==> config.mk <==
export PLATFORM = sky130hd
export DESIGN_NAME = shreg_frame_tx_flat
export DESIGN_NICKNAME = d
export VERILOG_FILES = /design/src/rtl/shreg_frame_tx_if.sv /design/src/rtl/shreg_frame_tx.sv /design/src/flat_wrapper.sv
export SDC_FILE = /design/constraint.sdc
export NUM_CORES = 1
export LEC_CHECK = 0
export ABC_CLOCK_PERIOD_IN_PS = 5300
export CAP_MARGIN = 20
export CORE_ASPECT_RATIO = 0.5
export CORE_MARGIN = 1
export CORE_UTILIZATION = 30
export DETAILED_ROUTE_END_ITERATION = 7
export GPL_TIMING_DRIVEN = 0
export SKIP_LAST_GASP = 1
export SLEW_MARGIN = 25
export SYNTH_ARGS = -nofsm -noshare
export SYNTH_HDL_FRONTEND = slang
export SYNTH_SLANG_ARGS = --single-unit
==> constraint.sdc <==
create_clock -name clk -period 5.3 [get_ports clk]
set_input_delay 1.06 -clock clk [delete_from_list [all_inputs] [get_ports clk]]
set_output_delay 1.06 -clock clk [all_outputs]
set_load 0.05 [all_outputs]
==> src/rtl/shreg_frame_tx_if.sv <==
// Load handshake between the universal shift register and the serial frame transmitter.
// The master offers a parallel word; the slave signals when it can take one.
interface shreg_frame_tx_if;
  localparam int unsigned DATA_W = 8;

  logic [DATA_W-1:0] data_in;
  logic              load_valid;
  logic              load_ready;

  modport master (output data_in, output load_valid, input load_ready);
  modport slave  (input data_in, input load_valid, output load_ready);
endinterface

==> src/rtl/shreg_frame_tx.sv <==
// Async-serial frame transmitter: start, 8 data bits LSB first, optional even parity, stop.
// Captures a word on the load handshake and shifts it out on tx_out, which idles high.
module shreg_frame_tx #(
  parameter int unsigned CLKS_PER_BIT = 4,
  parameter bit          PARITY_EN    = 1'b1
) (
  input  logic              clk,
  input  logic              rst_n,
  input  logic              ena,
  shreg_frame_tx_if.slave   load,
  output logic              tx_out,
  output logic              busy,
  output logic              done
);
  localparam int unsigned DATA_W = 8;
  localparam int unsigned BAUD_W = 8;
  localparam int unsigned BIT_W  = 3;
  localparam logic [BAUD_W-1:0] BAUD_LAST = BAUD_W'(CLKS_PER_BIT - 1);
  localparam logic [BIT_W-1:0]  BIT_LAST  = BIT_W'(DATA_W - 1);

  typedef enum logic [2:0] {
    S_IDLE   = 3'd0,
    S_START  = 3'd1,
    S_DATA   = 3'd2,
    S_PARITY = 3'd3,
    S_STOP   = 3'd4
  } state_e;

  state_e              state_q, state_d;
  logic [BAUD_W-1:0]   baud_q, baud_d;
  logic [BIT_W-1:0]    bit_q, bit_d;
  logic [DATA_W-1:0]   buf_q, buf_d;
  logic                par_q, par_d;
  logic                tx_q, tx_d;
  logic                busy_q, busy_d;
  logic                done_q, done_d;
  logic                bit_end;

  assign bit_end = (baud_q == BAUD_LAST);

  // Next-state logic; every register holds while ena is low, and done only pulses when enabled.
  always_comb begin
    state_d = state_q;
    baud_d  = baud_q;
    bit_d   = bit_q;
    buf_d   = buf_q;
    par_d   = par_q;
    tx_d    = tx_q;
    busy_d  = busy_q;
    done_d  = 1'b0;
    if (ena) begin
      unique case (state_q)
        S_IDLE: begin
          if (load.load_valid) begin
            state_d = S_START;
            baud_d  = '0;
            buf_d   = load.data_in;
            par_d   = ^load.data_in;
            tx_d    = 1'b0;
            busy_d  = 1'b1;
          end
        end
        S_START: begin
          if (bit_end) begin
            state_d = S_DATA;
            baud_d  = '0;
            bit_d   = '0;
            tx_d    = buf_q[0];
          end else begin
            baud_d  = baud_q + BAUD_W'(1);
          end
        end
        S_DATA: begin
          if (bit_end) begin
            baud_d = '0;
            buf_d  = buf_q >> 1;
            if (bit_q == BIT_LAST) begin
              if (PARITY_EN) begin
                state_d = S_PARITY;
                tx_d    = par_q;
              end else begin
                state_d = S_STOP;
                tx_d    = 1'b1;
              end
            end else begin
              bit_d = bit_q + BIT_W'(1);
              tx_d  = buf_q[1];
            end
          end else begin
            baud_d = baud_q + BAUD_W'(1);
          end
        end
        S_PARITY: begin
          if (bit_end) begin
            state_d = S_STOP;
            baud_d  = '0;
            tx_d    = 1'b1;
          end else begin
            baud_d  = baud_q + BAUD_W'(1);
          end
        end
        S_STOP: begin
          if (bit_end) begin
            state_d = S_IDLE;
            baud_d  = '0;
            tx_d    = 1'b1;
            busy_d  = 1'b0;
            done_d  = 1'b1;
          end else begin
            baud_d  = baud_q + BAUD_W'(1);
          end
        end
        default: begin
          state_d = S_IDLE;
          baud_d  = '0;
          tx_d    = 1'b1;
          busy_d  = 1'b0;
        end
      endcase
    end
  end

  always_ff @(posedge clk or negedge rst_n) begin
    if (!rst_n) begin
      state_q <= S_IDLE;
      baud_q  <= '0;
      bit_q   <= '0;
      buf_q   <= '0;
      par_q   <= 1'b0;
      tx_q    <= 1'b1;
      busy_q  <= 1'b0;
      done_q  <= 1'b0;
    end else begin
      state_q <= state_d;
      baud_q  <= baud_d;
      bit_q   <= bit_d;
      buf_q   <= buf_d;
      par_q   <= par_d;
      tx_q    <= tx_d;
      busy_q  <= busy_d;
      done_q  <= done_d;
    end
  end

  assign load.load_ready = ena & (state_q == S_IDLE);
  assign tx_out          = tx_q;
  assign busy            = busy_q;
  assign done            = done_q;
endmodule

==> src/flat_wrapper.sv <==
// flat-port wrapper written by rule: the top's interface ports become plain ports
module shreg_frame_tx_flat 
#(
  parameter int unsigned CLKS_PER_BIT = 4,
  parameter bit          PARITY_EN    = 1'b1
)
  (clk, rst_n, ena, tx_out, busy, done, load_data_in, load_load_valid, load_load_ready);
  shreg_frame_tx_if load_i ();
  input  logic clk;
  input  logic rst_n;
  input  logic ena;
  output logic tx_out;
  output logic busy;
  output logic done;
  input wire logic [$bits(load_i.data_in)-1:0] load_data_in;
  input wire logic [$bits(load_i.load_valid)-1:0] load_load_valid;
  output wire logic [$bits(load_i.load_ready)-1:0] load_load_ready;
  assign load_i.data_in = load_data_in;
  assign load_i.load_valid = load_load_valid;
  assign load_load_ready = load_i.load_ready;
  shreg_frame_tx #(.CLKS_PER_BIT(CLKS_PER_BIT), .PARITY_EN(PARITY_EN)) u_core (.clk(clk), .rst_n(rst_n), .ena(ena), .load(load_i), .tx_out(tx_out), .busy(busy), .done(done));
endmodule
* Word-level counts from Yosys, hierarchy flattened *
Cells that the tools add are included.

cells by class
  add/subtract/negate cells = 2
  $mul = 0
  divide/modulo/power cells = 0
  magnitude comparators = 0
  eq/ne operators = 14
  shift operators = 0
  muxes and demuxes = 28
  bitwise operators = 2
  reduce and logical (&&, ||, !) cells = 14

operators with widths
  cell                 number
  $mux 8               4
  $pmux 8 s2           2
  $mux 3               8
  $pmux 3 s5           1
  $ne 2x1->1 const B   6
  $mux 1               10
  $reduce_and 5->1     2
  $add 8x1->8 const B  1
  $eq 8x2->1 const B   1
  $reduce_and 4->1     2
  $reduce_xor 8->1     1
  $reduce_and 7->1     1
  $eq 3x2->1 const B   2
  $eq 3x3->1 const B   2
  $pmux 3 s2           1
  $ne 2x2->1 const B   2
  $pmux 1 s4           1
  $reduce_bool 2->1    2
  $reduce_or 4->1      1
  $add 3x1->3 const B  1
  $eq 3x1->1 const B   1
  $logic_not 3->1      1
  $pmux 1 s3           1
  $reduce_and 3->1     1
  other kinds (5)      5

storage, ports and cells
  flip-flop bits (word level) = 26
  latch bits = 0
  memory bits (writable) = 0
  memory bits (read-only) = 0
  bits of input ports = 12
  output and inout port bits = 4
  logic and storage cells = 68
  memories = 0

* Logic depth before layout (Yosys ltp) *
Gate-level depths: netlist of run 1.

  depth after elaboration = 4
  depth in mapped cells = 6
  gate-level depth less buffers = 6

* Worst setup path before layout of run 1 *
Ideal clock, no wire load.

  path type = input -> output
  from = input port ena
  to = output port load_load_ready
  arrival = 2.232 ns
  setup slack = 2.008 ns
  stages = 2
  path buffers = 0
  cell sequence = nand2b_1 > nor3_1

on the way
  cells in the longest elaborated chain, start to end = 1

RTL lines
  item             line                   source
  start, declared  flat_wrapper.sv:11     input logic ena;
  $and 1x1->1      shreg_frame_tx.sv:145  assign load.load_ready = ena & (state_q == S_IDLE);
  end, declared    flat_wrapper.sv:17     output wire logic [$bits(load_i.load_ready)-1:0] load_load_ready;

Every way passes these cells.

* Worst setup path after layout of run 1 *
Same ends and word-level chain as after synthesis.

==> results.md, run 1 <==
- Cell taking the most area after synthesis: dfrtp_1
- Area of placed instances: 1700 µm²
- Final instance area: 1770 µm²
- Synthesized Nets: 146
- Worst slack, placed: 1.32 ns
- Max_slew headroom: 56.3%
- CTS max path bufs: 2
- Starting Density: 32.3%
- GR Util met1: 16.3%
- Seq/Total Area, Yosys: 44.3%
- Number of fill cells in the layout: 450
- # clock sinks: 26
- Post-synth cell types: 43
- Worst path slowest cell: clkdlybuf4s50_1
- Syn Area/Cell: 11.2 µm²
- Most Used Layer, Global Route: met2
- Setup TNS Final: 0 ns
- First-pass GRT wire length: 4700 µm
- Clk_skew: 0.00115 ns
- WL/cell: 12.5 µm
- Final worst slack: 1.33 ns
- Tot GR Track Use: a little under an eighth
- Leakage: between 0.7 and 0.8 nW
- Mapped Area: 1470 µm²
- Global route overflow: 0
- Worst hold path class: flip-flop to flip-flop
- Initial antenna violation count: 0
- Met3 Use GR: 2.55%
- RSZ-0062 raised after global routing: no
- Pwr dens: 459 nW/µm²
- Max Clk Rate: 252 MHz
- Cts bufs inserted: 3
- Row Count: 17
- Final Hold Fails: 0
- Mapped Cells: 131
- Final Max Slew Viols: 0
- Non-filler cells, final: about 220
- Critical path's largest stage delay: 0.84 ns
- Setup CP Type: primary input to output port
- Setup violators final: 0
- Worst-path clk slew: 0.09 ns
- Final GP Congestion: 0.797
- Outcome: complete, no violations
- FF+latch count, synth: 26
- Synth top area cells: dfrtp_1 (43%), mux2_2 (11%), xnor2_1 (6.6%)
- Remaining DRCs: 0
- WP data required: 4.24 ns
- CP startpoint kind: primary input
- CP max FO: 7
- Boundary Pins: 16
- # hold bufs at CTS: 0
- Crit share post-route: roughly three quarters
- Via count: 1,024
- Crit path max-delay family: buffers and inverters
- First-iteration detailed-routing DRC count: 38
- Share of cells above drive strength 1: 24.0%
- DP Cell Count: 212
- Largest net degree at the start of global routing: 27
- Slew @ Worst Pin: 0.653 ns
- Clock Latency Late Sink: 0.27 ns
- Fin crit period: roughly 4 ns
- Final hold slack: around 0.51 ns
- CP Buf/Inv Count: 2
- Htree depth: 1
- Drt pass-1 iters: 5
- Final net count: 166
- Die height: just over 50 µm
- I/O Buffers: 15
- Die width: between 100 and 150 µm
- CP Capture Type: output port
- Critical path arrival: 2.91 ns
- Most used cell, CP: clkdlybuf4s50_1
- Max cap viols: 0
- Number of diodes: 0
- Vias/cell: around 4.7
- Worst path cell trace: clkdlybuf4s50_1 > nand2b_1 > nor3_1 > clkdlybuf4s50_1
- Core ar.: 4550 µm²
- Ys Warns: 0
- Vias in the first global route: 1,018
- Post-CTS setup buffers: 0
- Clk root buf: clkbuf_8
- CTS tree: built
- Global Route met2 Usage: 18.5%
- IR drop worst, VDD: 180 µV
- DRT antenna net count: 0
- Final WL: 2700 µm
- Layout area overhead: 20.3%
- Post-DP HPWL: 2040 µm
- Die ar.: 5200 µm²
- Area fraction of the dominant cell type after synthesis: 42.6%
- CTS resizes: 0
-- registers in the layout (all words and copies together), names as in the netlist --
signal / flops
u_core.busy: 1
u_core.par_q: 1
u_core.bit_q: 3
u_core.tx_out: 1
u_core.state_q: 3
u_core.baud_q: 8
u_core.done: 1
u_core.buf_q: 8
-- routing by layer --
layer | routed length, µm | part of all wire, %
met5 | 0 | 0
met4 | 0 | 0
met3 | 57 | 2.1
met2 | 1270 | 47
met1 | 1380 | 51
-- cell usage after synthesis (all sizes together) --
cell type  number
o41ai           1
a21o            2
a22o            3
nor4b           1
and2            1
nand4           3
nand3           1
a32o            1
o2bb2ai         1
xor2            3
or3             1
nor2b           1
a21oi           5
dfstp           1
and4            2
o41a            1
o21ai           6
nor2           11
and3            2
a41o            1
mux2           16
o31ai           1
nor3            4
clkbuf          1
xnor2          11
dfrtp          25
nand2b          2
a31oi           3
buf             3
nor3b           3
nand2           8
ha              3
inv             3
-- placed cells by master, fill, tap and decap left out, drive strengths merged, types with 2 or more instances in the layout --
cell type      count
dfrtp             25
o21ai              6
a31oi              3
nand2              8
xnor2             11
a21o               2
buf                4
nand2b             2
nor3b              3
a22o               3
inv                3
ha                 3
mux2              16
nand4              3
clkdlybuf4s50     14
xor2               3
nor3               4
clkbuf             4
nor2              11
a21oi              5
and3               2
and4               2
-- cell families (layout without fill, tap and decap cells) --
| group | Yosys count | count (layout) | share of synthesized area [%] |
|---|---|---|---|
| buffers and inverters | 7 | 26 | 2.21 |
| multiplexers | 16 | 16 | 12.5 |
| AND/OR/NAND/NOR | 40 | 40 | 16.5 |
| XOR/XNOR | 14 | 14 | 8.34 |
| flip-flops | 26 | 26 | 44.3 |
| adder cells (fa/ha/maj) | 3 | 3 | 2.55 |
| AO/OA/AOI/OAI | 25 | 25 | 13.5 |
-- worst reg2reg max path, stage by stage (launching register included) --
cell and delay, ns:
dfrtp_1 0.42, buf_2 0.20, nor3b_2 0.56, mux2_2 0.41, mux2_2 0.26
-- through the flow --
stage | util (%) | total power [mW]
2_1_floorplan | - | 0.571
3_3_place_gp | 37.4 | 0.646
3_5_place_dp | 37.3 | 0.655
4_1_cts | 38.9 | 0.823
5_1_grt | 38.9 | 0.872
6_report | 38.9 | 0.813
-- power by group --
group | switching, mW | internal [mW] | total (mW)
Combinational | 0.173 | 0.158 | 0.330
Sequential | 0.0518 | 0.267 | 0.319
Clock | 0.0625 | 0.101 | 0.163
-- worst paths after layout --
kind	startpoint	to	slack [ns]	cells past startpoint
worst max-delay path	ena	load_load_ready	1.33	4
worst min-delay path	u_core.buf_q[2]	u_core.buf_q[2]	0.51	1
worst max register to register	u_core.state_q[2]	u_core.buf_q[6]	3.34	4
worst min register to register	u_core.buf_q[2]	u_core.buf_q[2]	0.51	1
max in group asynchronous	rst_n	u_core.buf_q[7]	4.13	1
min in group asynchronous	rst_n	u_core.baud_q[3]	0.78	1
-- area by class of cell --
type | instances | area [µm²] | share of cell area (%)
sequential | 26 | 652 | 36.8
timing repair buffer | 15 | 145 | 8.20
tap | 66 | 82.6 | 4.67
clock buffer | 3 | 41.3 | 2.33
buffer | 4 | 21.3 | 1.20
inverter | 3 | 11.3 | 0.636
multi-input combinational | 98 | 786 | 44.4
clock inverter | 1 | 30.0 | 1.70
No activity file was read; power rests on OpenSTA's default activity.
==> inputs of run 2 (changes only) <==
--- a/config.mk
+++ b/config.mk
@@ -5,7 +5,7 @@
 export SDC_FILE = /design/constraint.sdc
 export NUM_CORES = 1
 export LEC_CHECK = 0
-export ABC_CLOCK_PERIOD_IN_PS = 5300
+export ABC_CLOCK_PERIOD_IN_PS = 4100
 export CAP_MARGIN = 20
 export CORE_ASPECT_RATIO = 0.5
 export CORE_MARGIN = 1
==> constraint.sdc (replaced) <==
create_clock -name clk -period 4.1 [get_ports clk]
set_input_delay 0.82 -clock clk [delete_from_list [all_inputs] [get_ports clk]]
set_output_delay 0.82 -clock clk [all_outputs]
set_load 0.05 [all_outputs]
==> results of run 2 <==
The final DEF is identical to that of run 1. Status: complete, no violations.
Among the figures that moved: setup slack after placement 1.32 ns -> 0.605 ns; setup slack after layout 1.33 ns -> 0.609 ns; register-to-register setup slack 3.34 ns -> 2.14 ns; total power 0.813 mW -> 1.05 mW; worst IR drop on VDD 180 µV -> 232 µV
==> inputs of run 3 (changes only) <==
--- a/config.mk
+++ b/config.mk
@@ -6,7 +6,6 @@
 export NUM_CORES = 1
 export LEC_CHECK = 0
 export ABC_CLOCK_PERIOD_IN_PS = 4100
-export CAP_MARGIN = 20
 export CORE_ASPECT_RATIO = 0.5
 export CORE_MARGIN = 1
 export CORE_UTILIZATION = 30
==> results of run 3 <==
The final DEF is identical to that of run 1. Status: complete, no violations.
Among the figures that moved: setup slack after placement 1.32 ns -> 0.605 ns; setup slack after layout 1.33 ns -> 0.609 ns; register-to-register setup slack 3.34 ns -> 2.14 ns; total power 0.813 mW -> 1.05 mW; worst IR drop on VDD 180 µV -> 232 µV
